## config.mk

```make
export PLATFORM = sky130hd
export DESIGN_NAME = fifo_write_arbiter_flat
export DESIGN_NICKNAME = d
export VERILOG_FILES = /design/src/rtl/fifo_arb_pkg.sv /design/src/rtl/fifo_write_arbiter_if.sv /design/src/rtl/fifo_write_arbiter_rr_pick.sv /design/src/rtl/fifo_write_arbiter.sv /design/src/flat_wrapper.sv
export SDC_FILE = /design/constraint.sdc
export NUM_CORES = 1
export LEC_CHECK = 0
export BUFFER_PORTS_ARGS = -buffer_cell sky130_fd_sc_hd__buf_2
export CORE_UTILIZATION = 45
export CTS_CLUSTER_DIAMETER = 80
export DETAILED_ROUTE_END_ITERATION = 8
export PLACE_DENSITY = 0.89
export SYNTH_ARGS = -nofsm -noshare
export SYNTH_HDL_FRONTEND = slang
export SYNTH_SLANG_ARGS = --single-unit
```

## constraint.sdc

```tcl
create_clock -name clk -period 3 [get_ports clk]
set_input_delay 0.6 -clock clk [delete_from_list [all_inputs] [get_ports clk]]
set_output_delay 0.6 -clock clk [all_outputs]
set_load 0.01 [all_outputs]
```

## src/rtl/fifo_arb_pkg.sv

```systemverilog
// fifo_arb_pkg: shared state type and index-width helper for the FIFO write arbiter
package fifo_arb_pkg;
  typedef enum logic [0:0] {ARB_IDLE, ARB_BURST} arb_state_e;
  function automatic int idx_w(input int n);
    return (n > 1) ? $clog2(n) : 1;
  endfunction
endpackage

```

## src/rtl/fifo_write_arbiter_if.sv

```systemverilog
// fifo_write_arbiter_if: producer-side request bus plus FIFO write port and status
interface fifo_write_arbiter_if #(
  parameter int NUM_REQ = 4,
  parameter int WIDTH   = 8
);
  import fifo_arb_pkg::*;
  logic [NUM_REQ-1:0]            req_valid;
  logic [NUM_REQ-1:0][WIDTH-1:0] req_data;
  logic [NUM_REQ-1:0]            req_last;
  logic [NUM_REQ-1:0]            req_ready;
  logic                          fifo_wen;
  logic [WIDTH-1:0]              fifo_data;
  logic                          fifo_full;
  logic                          fifo_almost_full;
  logic [idx_w(NUM_REQ)-1:0]     grant_id;
  logic                          busy;
  modport master (
    output req_valid, req_data, req_last, fifo_full, fifo_almost_full,
    input  req_ready, fifo_wen, fifo_data, grant_id, busy
  );
  modport slave (
    input  req_valid, req_data, req_last, fifo_full, fifo_almost_full,
    output req_ready, fifo_wen, fifo_data, grant_id, busy
  );
endinterface

```

## src/rtl/fifo_write_arbiter_rr_pick.sv

```systemverilog
// rr_pick: first set bit of i_vec at or after i_start, wrapping at NUM_REQ
module rr_pick import fifo_arb_pkg::*; #(
  parameter int NUM_REQ = 4,
  parameter int IW      = idx_w(NUM_REQ)
) (
  input  logic [NUM_REQ-1:0] i_vec,
  input  logic [IW-1:0]      i_start,
  output logic               o_found,
  output logic [IW-1:0]      o_idx
);
  assign o_found = |i_vec;
  // Scan farthest offset first so the nearest hit overwrites it
  always_comb begin
    o_idx = '0;
    for (int i = NUM_REQ - 1; i >= 0; i--) begin
      if (i_vec[IW'((int'(i_start) + i) % NUM_REQ)]) o_idx = IW'((int'(i_start) + i) % NUM_REQ);
    end
  end
endmodule

```

## src/rtl/fifo_write_arbiter.sv

```systemverilog
// fifo_write_arbiter: round-robin burst arbiter sharing one FIFO write port
module fifo_write_arbiter import fifo_arb_pkg::*; #(
  parameter int NUM_REQ      = 4,
  parameter int WIDTH        = 8,
  parameter int MAX_BURST    = 4,
  parameter int IDLE_TIMEOUT = 8
) (
  input logic clk,
  input logic rst,
  fifo_write_arbiter_if.slave bus
);
  localparam int GW = idx_w(NUM_REQ);
  localparam int BW = idx_w(MAX_BURST + 1);
  localparam int TW = idx_w(IDLE_TIMEOUT + 1);

  arb_state_e    r_state;
  logic [GW-1:0] r_grant;
  logic [GW-1:0] r_ptr;
  logic [BW-1:0] r_beat_cnt;
  logic [TW-1:0] r_idle_cnt;
  logic          w_found;
  logic [GW-1:0] w_pick;
  logic          w_busy;
  logic          w_valid;
  logic          w_beat;
  logic          w_last_beat;
  logic          w_timeout;

  rr_pick #(.NUM_REQ(NUM_REQ), .IW(GW)) u_pick (
    .i_vec   (bus.req_valid),
    .i_start (r_ptr),
    .o_found (w_found),
    .o_idx   (w_pick)
  );

  assign w_busy      = r_state == ARB_BURST;
  assign w_valid     = bus.req_valid[r_grant];
  assign w_beat      = w_busy && w_valid && !bus.fifo_full;
  assign w_last_beat = w_beat && (bus.req_last[r_grant] || r_beat_cnt == BW'(MAX_BURST - 1));
  // A full FIFO with valid held high is not idleness; only owner valid-low counts
  assign w_timeout   = (IDLE_TIMEOUT != 0) && w_busy && !w_valid && r_idle_cnt == TW'(IDLE_TIMEOUT - 1);

  assign bus.req_ready = (w_busy && !bus.fifo_full) ? NUM_REQ'(1) << r_grant : '0;
  assign bus.fifo_wen  = w_beat;
  assign bus.fifo_data = bus.req_data[r_grant];
  assign bus.grant_id  = r_grant;
  assign bus.busy      = w_busy;

  always_ff @(posedge clk or posedge rst) begin
    if (rst) begin
      r_state    <= ARB_IDLE;
      r_grant    <= '0;
      r_ptr      <= '0;
      r_beat_cnt <= '0;
      r_idle_cnt <= '0;
    end else if (!w_busy) begin
      if (w_found && !bus.fifo_almost_full) begin
        r_state    <= ARB_BURST;
        r_grant    <= w_pick;
        r_beat_cnt <= '0;
        r_idle_cnt <= '0;
      end
    end else if (w_last_beat || w_timeout) begin
      r_state <= ARB_IDLE;
      r_ptr   <= (r_grant == GW'(NUM_REQ - 1)) ? '0 : r_grant + 1'b1;
    end else if (w_beat) begin
      r_beat_cnt <= r_beat_cnt + 1'b1;
      r_idle_cnt <= '0;
    end else if (!w_valid) begin
      r_idle_cnt <= r_idle_cnt + 1'b1;
    end
  end
endmodule

```

## src/flat_wrapper.sv

```systemverilog
// flat-port wrapper written by rule: the top's interface ports become plain ports
module fifo_write_arbiter_flat import fifo_arb_pkg::*;
#(
  parameter int NUM_REQ      = 4,
  parameter int WIDTH        = 8,
  parameter int MAX_BURST    = 4,
  parameter int IDLE_TIMEOUT = 8
)
  (clk, rst, bus_req_valid, bus_req_data, bus_req_last, bus_fifo_full, bus_fifo_almost_full, bus_req_ready, bus_fifo_wen, bus_fifo_data, bus_grant_id, bus_busy);
  fifo_write_arbiter_if #(.NUM_REQ(NUM_REQ), .WIDTH(WIDTH)) bus_i ();
  input logic clk;
  input logic rst;
  input wire logic [$bits(bus_i.req_valid)-1:0] bus_req_valid;
  input wire logic [$bits(bus_i.req_data)-1:0] bus_req_data;
  input wire logic [$bits(bus_i.req_last)-1:0] bus_req_last;
  input wire logic [$bits(bus_i.fifo_full)-1:0] bus_fifo_full;
  input wire logic [$bits(bus_i.fifo_almost_full)-1:0] bus_fifo_almost_full;
  output wire logic [$bits(bus_i.req_ready)-1:0] bus_req_ready;
  output wire logic [$bits(bus_i.fifo_wen)-1:0] bus_fifo_wen;
  output wire logic [$bits(bus_i.fifo_data)-1:0] bus_fifo_data;
  output wire logic [$bits(bus_i.grant_id)-1:0] bus_grant_id;
  output wire logic [$bits(bus_i.busy)-1:0] bus_busy;
  assign bus_i.req_valid = bus_req_valid;
  assign bus_i.req_data = bus_req_data;
  assign bus_i.req_last = bus_req_last;
  assign bus_i.fifo_full = bus_fifo_full;
  assign bus_i.fifo_almost_full = bus_fifo_almost_full;
  assign bus_req_ready = bus_i.req_ready;
  assign bus_fifo_wen = bus_i.fifo_wen;
  assign bus_fifo_data = bus_i.fifo_data;
  assign bus_grant_id = bus_i.grant_id;
  assign bus_busy = bus_i.busy;
  fifo_write_arbiter #(.NUM_REQ(NUM_REQ), .WIDTH(WIDTH), .MAX_BURST(MAX_BURST), .IDLE_TIMEOUT(IDLE_TIMEOUT)) u_core (.clk(clk), .rst(rst), .bus(bus_i));
endmodule
```

After elaboration in Yosys (flattened, before gate mapping)
Cells that the tools add are included.
{ "word_totals": {"register_bits": 12, "elab_cells": 78} }
{ "classes": {"n_addsub": 6, "magnitude_cmp": 5, "eq_ne": 6, "shift": 1, "n_mux": 36, "n_bitwise": 1, "n_reduce_logical": 18} }
{ "ops": {"columns": ["op", "n"], "rows": [
  ["2-to-1 mux 4 bit", 6],
  ["binary-select mux 8 bit (select 2 bit)", 1],
  ["< comparator 2 x 4 -> 1 bit (second input constant)", 4],
  ["2-to-1 mux 1 bit", 13],
  ["binary-select mux 1 bit (select 2 bit)", 6],
  ["2-to-1 mux 3 bit", 4],
  ["2-to-1 mux 2 bit", 5],
  ["2-to-1 mux 8 bit", 1],
  ["logical AND 1 bit", 7],
  ["AND reduction 3 bit", 2],
  ["adder 2 x 1 -> 2 bit (second input constant)", 2],
  ["adder 2 bit (second input constant)", 2],
  ["adder 4 x 1 -> 4 bit (second input constant)", 1],
  ["equality test 4 x 3 -> 1 bit (second input constant)", 1],
  ["!= test 2 bit (second input constant)", 2],
  ["AND reduction 2 bit", 2],
  ["OR reduction 4 bit", 1],
  ["left shift 1 x 2 -> 4 bit (first input constant)", 1],
  ["adder 3 x 1 -> 3 bit (second input constant)", 1],
  ["equality test 3 x 2 -> 1 bit (second input constant)", 1],
  ["zero test 1 bit", 3],
  ["< comparator 2 x 3 -> 1 bit (second input constant)", 1],
  ["!= test 3 bit (second input constant)", 1],
  ["equality test 2 bit (second input constant)", 1],
  ["other kinds (3)", 4]
]} }

Logic depth before layout (Yosys ltp)
{ "logic_depth": {"word_depth": 8, "depth_mapped": 6} }

Modules after synthesis
From an unflattened synthesis, not the netlist that was laid out.
{ "unflattened": {"cells_unflattened": 113, "hier_area_um2": 1132.3} }
{ "by_module_without_submodules": {"columns": ["mod", "instances", "cells_per_inst", "area_each_um2", "seq_area_each_um2"], "rows": [
  ["fifo_write_arbiter", 1, 100, 1054.8, 300.3],
  ["rr_pick", 1, 13, 77.6, 0.0]
]} }

Least setup slack after synthesis
No wires, ideal clock.
{ "synth_path": {"kind": "reg2out", "startpoint": "register u_core.r_grant[0] (netlist: u_core.bus.grant_id[0])", "endpoint": "output port bus_fifo_wen", "arrival_ns": 1.389, "t_required_ns": 2.400, "slack_ns": 1.011, "stages_incl_launch_ff": 5, "path_buffers": 2, "path_cell_list": "dfrtp_1 buf_6 mux4_2 buf_6 and2_1"} }
{ "synth_via": {"elab_chain_cells": 4} }
{ "synth_rtl": {"columns": ["item", "line", "source"], "rows": [
  ["start, declared", "fifo_write_arbiter.sv:17", "logic [GW-1:0] r_grant;"],
  ["start signal, assigned", "fifo_write_arbiter.sv:59", "r_grant <= w_pick;"],
  ["binary-select mux 1 bit (select 2 bit)", "fifo_write_arbiter.sv:37", "assign w_valid = bus.req_valid[r_grant];"],
  ["2-to-1 mux 1 bit (implied by the code)", "fifo_write_arbiter.sv:37", null],
  ["logical AND 1 bit (2 in series)", "fifo_write_arbiter.sv:38", "assign w_beat = w_busy && w_valid && !bus.fifo_full;"],
  ["end, declared", "flat_wrapper.sv:19", "output wire logic [$bits(bus_i.fifo_wen)-1:0] bus_fifo_wen;"]
]} }
No other way between the ends. The select of a mux whose other input is x is not followed.

Final worst setup path
{ "layout_path": {"startpoint": "register u_core.r_grant[1] (netlist: u_core.bus.grant_id[1])", "endpoint": "output port bus_fifo_wen"} }
Same word-level chain as after synthesis.

==> impl_metrics.env <==
export IMPL_drc=0
export IMPL_core_area_sq_mm=0.00228
export IMPL_finalCriticalPeriod_ns=2.41
export IMPL_cts_repair_resized=0
export IMPL_r2r_slack_ns=1.00
export IMPL_cap_viol_max_count=0
export IMPL_setup_viol=0
export IMPL_syn_avg_cell_area_sq_um=10.2
export IMPL_antenna_found_initial=0
export IMPL_std_cell_rows=17
export IMPL_start_util_pct=48.7
export IMPL_cts_made_buffers=3
export IMPL_seqPwrFrac_pct=28.0
export IMPL_final_common_cell="buf_2"
export IMPL_nets=221
export IMPL_finalHoldViolations=0
export IMPL_avgViaCountPerCell=5.48
export IMPL_place_hpwl_mm=2.20
export IMPL_cts_sinks=12
export IMPL_power_share_clock_pct=8.1
export IMPL_cts_hold_buf=0
export IMPL_hold_path_class="in2async"
export IMPL_slew_headroom_pct=53.2
export IMPL_synthToLayoutAreaGrowth_pct=30.0
export IMPL_rr_worst_depth=4
export IMPL_cp_slowest_cell="dfrtp_1"
export IMPL_post_cts_buffers=0
export IMPL_drt_wl_total_mm=2.63
export IMPL_combPwrFrac_pct=63.9
export IMPL_vias=1075
export IMPL_pin_count=60
export IMPL_synth_cell_types=38
export IMPL_syn_nets=160
export IMPL_worst_setup_path_start_kind="register"
export IMPL_critPathArrivalTime_ns=1.81
export IMPL_endpoint_kind="primary output"
export IMPL_p_leak_uw=0.000738
export IMPL_status="completed"
export IMPL_power_uw=1150
export IMPL_crit_chain="mux4_2, and2_1, buf_2"
export IMPL_dieArea_sq_mm=0.00267
export IMPL_clk_latency_ns=0.27
export IMPL_cts_root_buf="clkbuf_4"
export IMPL_routedWlPerCell_um=13.4
export IMPL_reg2reg_to="u_core.r_idle_cnt[1]"
export IMPL_required_ns=2.40
export IMPL_synth_ff_type="dfrtp_1"
export IMPL_htree_levels=1
export IMPL_ir_drop_v=0.000511
export IMPL_mostFrequentLayoutCells="buf_2, dfrtp_1, inv_1, mux4_2"
export IMPL_power_density_mw_per_mm2=801
export IMPL_postSynthCellCount=109
export IMPL_ys_ff_latch=12
export IMPL_port_buffers=59
export IMPL_rsz0062_at_grt="no"
export IMPL_grt_first_pass_wirelength_mm=4.40
export IMPL_r2r_start="u_core.bus.grant_id[1]"
export IMPL_grt_max_degree=17
export IMPL_worst_path_largest_cell_delay_ns=0.68
export IMPL_antennaDiodeCount=0
export IMPL_drv_slew=0
export IMPL_ys_seq_area_share_pct=27.1
export IMPL_grt_use_total_pct=22.0
export IMPL_overflow=0
export IMPL_fin_tns_setup_ns=0
export IMPL_die_h_um=51.6
export IMPL_gp_congestion=0.774
export IMPL_drive_above_1_share_pct=46.4
export IMPL_grt_pass1_vias=1031
export IMPL_cts_tree="yes"
export IMPL_fp_dieW_um=51.6
export IMPL_synthesis_area_sq_mm=0.00111
export IMPL_clkSlewWorstSetupHoldPaths_ns=0.07
export IMPL_swShare_pct=44.2
export IMPL_ys_async_sr_fraction_pct=100
export IMPL_synth_edf_count=0
export IMPL_max_freq_mhz=415
export IMPL_clk_path_buf_depth=2
export IMPL_tightest_slew_ns=0.703
export IMPL_detail_route_first_pass_iterations=4
export IMPL_drtAntennaViolNets=0
export IMPL_critPathKind="reg2out"
export IMPL_yosysWarnings=0
export IMPL_finClkSkew_ns=0.00336
export IMPL_p_int_uw=644
export IMPL_cp_max_fo=16
export IMPL_drt_iter0_drc=17
export IMPL_power_net_switching_uw=510
export IMPL_fin_crit_sh_pct=80.3
==> worst max path at each step <==
stage | endpoint | cells after the start | slack [ns] | start
floorplan | bus_fifo_wen | 4 | 1.01 | u_core.bus.grant_id[0]
global placement | bus_fifo_wen | 4 | 0.75 | bus_req_valid[3]
detailed placement | bus_fifo_wen | 4 | 0.74 | bus_req_valid[0]
CTS | bus_fifo_wen | 3 | 0.58 | u_core.bus.grant_id[1]
global route | bus_fifo_wen | 3 | 0.49 | u_core.bus.grant_id[1]
finish | bus_fifo_wen | 3 | 0.59 | u_core.bus.grant_id[1]
==> flip-flops by register name (all words and copies together) (netlist names) <==
signal,count
u_core.bus.busy,1
u_core.bus.grant_id,2
u_core.r_beat_cnt,3
u_core.r_idle_cnt,4
u_core.r_ptr,2
==> worst max-delay path: cells and delay by family, from the launching register on <==
kind	cells	cell delay [ns]
flops	1	0.68
mux	1	0.52
simple gates	1	0.20
buf+inv	1	0.14
==> Yosys cell counts, types with 2 or more instances <==
master / n / area [sq um]
and2_1: 6 / 37.5
a31oi_1: 2 / 12.5
ha_1: 7 / 87.6
mux4_2: 9 / 203
o21ai_0: 3 / 15.0
nand3_1: 3 / 15.0
nor2_1: 7 / 26.3
dfrtp_1: 12 / 300
a22oi_1: 2 / 15.0
a21oi_1: 3 / 15.0
inv_1: 11 / 41.3
nor2b_1: 3 / 18.8
a211o_1: 2 / 17.5
a221oi_1: 2 / 17.5
nand2_1: 7 / 26.3
nand4_1: 2 / 12.5
buf_6: 2 / 22.5
mux2i_1: 6 / 60.1
==> final cells by class <==
class                   instances  area (sq um)
well taps                      28          35.0
flip-flops and latches         12           300
multi-input cells              81           732
repair buffers                 61           310
fillers                       195           835
clock buffers                   3          22.5
inverters                      11          41.3
==> stage by stage <==
stage | util, % | hold WS [ns] | std cells | area, sq um | setup WS, ns
6_report | 63.3 | 0.335 | 196 | 1440 | 0.590
5_1_grt | 63.3 | 0.356 | 196 | 1440 | 0.486
4_1_cts | 63.3 | 0.338 | 196 | 1440 | 0.579
3_5_place_dp | 62.3 | 0.492 | 193 | 1420 | 0.743
3_3_place_gp | 62.3 | 0.472 | 193 | 1420 | 0.745
2_1_floorplan | - | 0.455 | 109 | 1110 | 1.01
==> power groups by stage <==
stage	logic (uW)	clock network (uW)	registers, uW
finish	738	93.5	323
CTS	742	96.4	323
detailed placement	739	0	326
global route	821	106	340
global placement	703	0	321
floorplan	583	0	288
==> cell families after synthesis <==
logic type / after synthesis / share of synthesized area, %
AO/OA/AOI/OAI: 23 / 15.6
flip-flops: 12 / 27.1
buffers and inverters: 16 / 6.88
adder cells (fa/ha/maj): 7 / 7.90
AND/OR/NAND/NOR: 36 / 18.9
multiplexers: 15 / 23.7
==> metal layers <==
layer | global-route usage [%] | routed length (um) | share of wire, % | vias to the layer above
met5 | 0 | 0 | 0 | -
met4 | 2.25 | 0 | 0 | 0
met3 | 8.19 | 252 | 9.6 | 0
met2 | 42.2 | 1360 | 52 | 52
met1 | 23.4 | 1020 | 39 | 498
li1 | - | - | - | 525
(Power assumes the default switching activity.)
